--- src/rtl/prio_arbiter.sv ---
// Registered N-way arbiter: fixed-priority or round-robin selection with a
// bounded grant hold, one-hot plus binary grant outputs and an idle flag.
module prio_arbiter #(
  parameter int N        = 8,
  parameter int IDX_W    = $clog2(N),
  parameter int MAX_HOLD = 16,
  parameter int HOLD_W   = 8
) (
  input  logic              clk,
  input  logic              rst,
  input  logic [N-1:0]      req,
  input  logic              rr_mode,
  output logic [N-1:0]      grant,
  output logic [IDX_W-1:0]  grant_idx,
  output logic              grant_valid,
  output logic              idle,
  output logic [HOLD_W-1:0] hold_cnt
);

  localparam logic [HOLD_W-1:0] HOLD_LIM = HOLD_W'(MAX_HOLD - 1);
  localparam logic [HOLD_W-1:0] HOLD_SAT = '1;
  localparam logic [IDX_W-1:0]  LAST_IDX = IDX_W'(N - 1);
  localparam logic [N-1:0]      ONE_HOT0 = {{(N-1){1'b0}}, 1'b1};

  logic [IDX_W-1:0]  ptr;
  logic [N-1:0]      grant_nx;
  logic [IDX_W-1:0]  idx_nx;
  logic              vld_nx;
  logic [HOLD_W-1:0] hold_nx;
  logic [IDX_W-1:0]  ptr_nx;
  logic [N-1:0]      cand;
  logic [IDX_W-1:0]  win;
  logic              holding;
  logic              others;

  function automatic logic [HOLD_W-1:0] sat_inc(input logic [HOLD_W-1:0] v);
    return (v == HOLD_SAT) ? v : v + 1'b1;
  endfunction

  // Highest set index wins; later (higher) hits overwrite earlier ones.
  function automatic logic [IDX_W-1:0] pick_fixed(input logic [N-1:0] m);
    logic [IDX_W-1:0] w;
    logic [N-1:0]     s;
    w = '0;
    for (int i = 0; i < N; i++) begin
      s = m >> i;
      if (s[0]) w = IDX_W'(i);
    end
    return w;
  endfunction

  // Descending search from start with wrap; iterate farthest-first so the
  // nearest hit to start is the last one written.
  function automatic logic [IDX_W-1:0] pick_rr(input logic [N-1:0] m,
                                               input logic [IDX_W-1:0] start);
    logic [IDX_W-1:0] w;
    logic [N-1:0]     s;
    int               j;
    w = '0;
    for (int k = N - 1; k >= 0; k--) begin
      j = int'(start) - k;
      if (j < 0) j = j + N;
      s = m >> j;
      if (s[0]) w = IDX_W'(j);
    end
    return w;
  endfunction

  always_comb begin
    grant_nx = grant;
    idx_nx   = grant_idx;
    vld_nx   = grant_valid;
    hold_nx  = hold_cnt;
    ptr_nx   = ptr;
    cand     = req;
    win      = '0;
    holding  = grant_valid & req[grant_idx];
    others   = |(req & ~grant);

    if (holding && (hold_cnt < HOLD_LIM || !others)) begin
      hold_nx = sat_inc(hold_cnt);
    end else begin
      // Preemption excludes the current holder from the contest.
      if (holding) cand = req & ~grant;
      if (|cand) begin
        win      = rr_mode ? pick_rr(cand, ptr) : pick_fixed(cand);
        grant_nx = ONE_HOT0 << win;
        idx_nx   = win;
        vld_nx   = 1'b1;
        hold_nx  = '0;
        if (rr_mode) ptr_nx = (win == '0) ? LAST_IDX : win - 1'b1;
      end else begin
        grant_nx = '0;
        idx_nx   = '0;
        vld_nx   = 1'b0;
        hold_nx  = '0;
      end
    end
  end

  // Single register stage: all outputs come straight from flops.
  always_ff @(posedge clk or posedge rst) begin
    if (rst) begin
      grant       <= '0;
      grant_idx   <= '0;
      grant_valid <= 1'b0;
      idle        <= 1'b1;
      hold_cnt    <= '0;
      ptr         <= LAST_IDX;
    end else begin
      grant       <= grant_nx;
      grant_idx   <= idx_nx;
      grant_valid <= vld_nx;
      idle        <= ~vld_nx;
      hold_cnt    <= hold_nx;
      ptr         <= ptr_nx;
    end
  end

endmodule

--- config.mk ---
export PLATFORM = sky130hd
export DESIGN_NAME = prio_arbiter
export DESIGN_NICKNAME = d
export VERILOG_FILES = /design/src/rtl/prio_arbiter.sv
export SDC_FILE = /design/constraint.sdc
export NUM_CORES = 1
export LEC_CHECK = 0
export BUFFER_PORTS_ARGS = -buffer_cell sky130_fd_sc_hd__buf_2
export CORE_MARGIN = 1
export CORE_UTILIZATION = 50
export DETAILED_ROUTE_END_ITERATION = 8
export PLACE_DENSITY = 0.74
export SYNTH_ARGS = -nofsm -noshare
export SYNTH_HDL_FRONTEND = slang
export SYNTH_SLANG_ARGS = --single-unit
--- constraint.sdc ---
create_clock -name clk -period 4.1 [get_ports clk]
set_clock_uncertainty 0.05 [all_clocks]
set_input_delay 0.41 -clock clk [delete_from_list [all_inputs] [get_ports clk]]
set_output_delay 0.41 -clock clk [all_outputs]
set_load 0.01 [all_outputs]
==> flow_summary_export.csv <==
group,metric,value,unit
cells_and_area,syn_to_final_growth,13.06,%
routing,ant_nets,0,
placement,hpwlAfterDp,5.259,mm
clock_network,htreeDepth,1,
routing,first_pass_iters,5,
power,leakage,0.001186,uW
worst_setup_path,rr_worst_depth,12,
worst_setup_path,critPathMaxFanout,6,
worst_setup_path,cp_slowest_cell,"a222oi_1",
worst_setup_path,worstSetupEndpoint,"grant[1]$_DFFE_PP0N_",
flow_run,drv_cap,0,
global_routing,grt_max_degree,25,
worst_setup_path,crit_required,4.21,ns
clock_network,clock-sinks,24,
synth,yosysSeqAreaShare,0.2441,
timing,setup_tns,0,ns
routing,drc,0,
global_routing,grt_util_all_layers,0.2826,
global_routing,grtUsageMet1,0.3884,
worst_setup_path,cp_data_arrival_time,4.01,ns
hold_path,hold_class,"in -> async",
global_routing,grt_antenna_before_repair,0,
timing,hold_viol_final,0,
floorplanning,coreArea,4755,um2
worst_setup_path,crit_chain,"mux2_2, o22ai_1, o31a_1, mux4_2, a222oi_1, nand3_1, o211a_1, nor4_4, nand2_1, and2_1, ha_1, a32o_1",
global_routing,use_met2,0.4704,
power,swShare,0.5249,
synth,synth_top_cell_by_area,"dfrtp_1",
worst_setup_path,path_class,"reg -> reg",
power,pwr_density_cell,963.9,nW/um2
floorplanning,die_x,72.45,um
placement,placed_area,2721,um2
worst_setup_path,worstSetupStartpoint,"grant_idx[0]$_DFFE_PP0N_",
routing,vias,2613,
timing,relSlewSlack,0.3993,
power,pwr-share-clk,0.051,
worst_setup_path,critPathMaxStageDelay,0.49,ns
global_routing,grt-busiest-layer,"met2",
timing,fmax,255.9,MHz
synth,yosysWarningCount,0,
worst_setup_path,end_kind,"flop",
synth,synth_area_leaders,"dfrtp_1, mux4_2, mux2_2",
synth,synth.avg_cell_area,8.585,um2
power,pwr-share-seq,0.154,
synth,synth_top_cell_area_share,0.2017,
worst_setup_path,r2r_start,"grant_idx[0]$_DFFE_PP0N_",
run_status,outcome,"complete, no violations",
synth,ys_types,64,
synth,synth_edf_count,0,
timing,max_slew.worst_pin.slew,0.9000,ns
timing,finalCritPeriodShare,0.9529,
floorplanning,io_pins,32,
floorplanning,die_h,72.45,um
placement,numPortBuffers,31,
global_routing,grt_pass1_wl,11.63,mm
cells_and_area,fin_nets,337,
routing,drtIter0Drc,249,
power,pwr-share-comb,0.795,
global_routing,first_global_vias,2387,
timing,min_period,3.907,ns
worst_setup_path,setup.worst_path.start_class,"flop",
timing,rsz0062_at_grt,"false",
global_routing,grtUsageMet3,0.03056,
clock_network,clkTransAtPathRegs,0.08,ns
cells_and_area,antennaDiodeCount,0,
floorplanning,std_cell_rows,25,
floorplanning,dieArea,5248,um2
synth,synth_most_common_cell,"nor2_1",
clock_network,cts_buffers,3,
synth,async_flop_share,1.000,
floorplanning,start_util,0.5218,
synth,synth-seq-cells,24,
timing,slew_viol_final,0,
synth,syn_nets,308,
clock_network,clock_latency,0.26,ns
placement,routabilityCongestion,0.9853,
power,intPower,1285,uW
cells_and_area,final_area,2805,um2
worst_setup_path,r2r_slack,0.19,ns
clock_network,clock_path_buffers,2,
cells_and_area,fillers,459,
synth,syn-instance-count,289,
worst_setup_path,rr_endpoint,"grant[1]$_DFFE_PP0N_",
clock_network,cts_tree,"done",
synth,synth_common_cells,"nor2_1, nand2_1, dfrtp_1",
routing,routed_wl,7.187,mm
routing,routedWlPerCell,18.77,um
cells_and_area,drive_above_1_share,0.2722,
clock_network,root_buffer,"clkbuf_8",
synth,syn_area,2481,um2
power,irDropWorstVdd,0.5445,mV
routing,vias_per_cell,6.822,
synth,synthFlopType,"dfrtp_1",
power,netSwitchingPower,1419,uW
global_routing,grt-ovfl-total,0,
timing,setup_viol,0,
[power by group through the flow]
stage          Combinational [uW]  Sequential, uW  Clock [uW]
2_1_floorplan                1520             428           0
3_3_place_gp                 1990             413           0
3_5_place_dp                 2010             415           0
4_1_cts                      2030             411         139
5_1_grt                      2330             424         149
6_report                     2150             415         139
[cell families after synthesis]
logic type	after synthesis	synth area share
buffers and inverters	34	0.05245
DFF	24	0.2441
AOI/OAI and AO/OA	94	0.2970
and+or+nand+nor	97	0.1942
xor gates and xnor gates	5	0.01765
muxes	27	0.1543
adders and majority gates	8	0.04034
[worst max-delay path: cells and delay by family, from the launching register on]
family	cells	cell delay (ns)
compound gates	5	1.52
mux	2	0.78
simple gates	4	0.74
flops	1	0.47
fa+ha+maj	1	0.23
[worst min-delay path by stage]
stage	endpoint	slack, ns
floorplan	grant[0]$_DFFE_PP0N_	0.37
global placement	grant[2]$_DFFE_PP0N_	0.49
detailed placement	grant[3]$_DFFE_PP0N_	0.51
CTS	grant_idx[0]$_DFFE_PP0N_	0.31
global route	hold_cnt[0]$_DFFE_PP0P_	0.38
finish	grant_idx[1]$_DFFE_PP0N_	0.28
[timing repair]
action,4_1_cts,5_1_grt
buffers inserted,0,0
hold buffers,0,0
endpoints found under the setup margin,0,11
resized for setup,0,10
[cell type report]
class / count / area [um2] / area share
clock buffers: 3 / 41.29 / 0.01472
repair buffers: 39 / 215.2 / 0.07672
multi-input cells: 231 / 1787 / 0.6369
inverters: 19 / 71.32 / 0.02542
well taps: 67 / 83.83 / 0.02988
flip-flops and latches: 24 / 606.8 / 0.2163
[metrics by stage]
step	hold slack (ns)	util	instances	setup slack, ns	power, uW
2_1_floorplan	0.3717	-	289	0.3081	1949
3_3_place_gp	0.4932	0.5724	380	0.1021	2406
3_5_place_dp	0.5053	0.5724	380	0.09818	2424
4_1_cts	0.3139	0.5811	383	0.06514	2578
5_1_grt	0.3769	0.5900	383	0.006990	2904
6_report	0.2753	0.5900	383	0.1930	2704
[placed cells by master (no fill, tap or decap), types with 4 or more instances in the layout]
cell type,count
a31o_2,4
o211ai_1,5
dfstp_2,4
nor3_1,4
and3_1,5
mux2i_1,7
o22ai_1,9
nand3_1,16
dfrtp_1,19
mux4_2,8
o221ai_1,5
a31oi_1,6
nand2b_1,4
o21ai_0,8
nor2_1,24
ha_1,7
a21oi_1,11
a32o_1,4
nand2_1,23
mux2_2,10
buf_2,31
buf_4,8
inv_1,16
[sequential cells by signal (all words and copies together) (netlist names)]
register and cells:
ptr 3, grant_idx 3, idle 1, grant 8, grant_valid 1, hold_cnt 8
[per-layer routing]
metal	share of wire	wire [um]
met5	0	0
met4	0.017	120
met3	0.059	422
met2	0.49	3546
met1	0.43	3098
No activity file was read; power rests on OpenSTA's default activity.
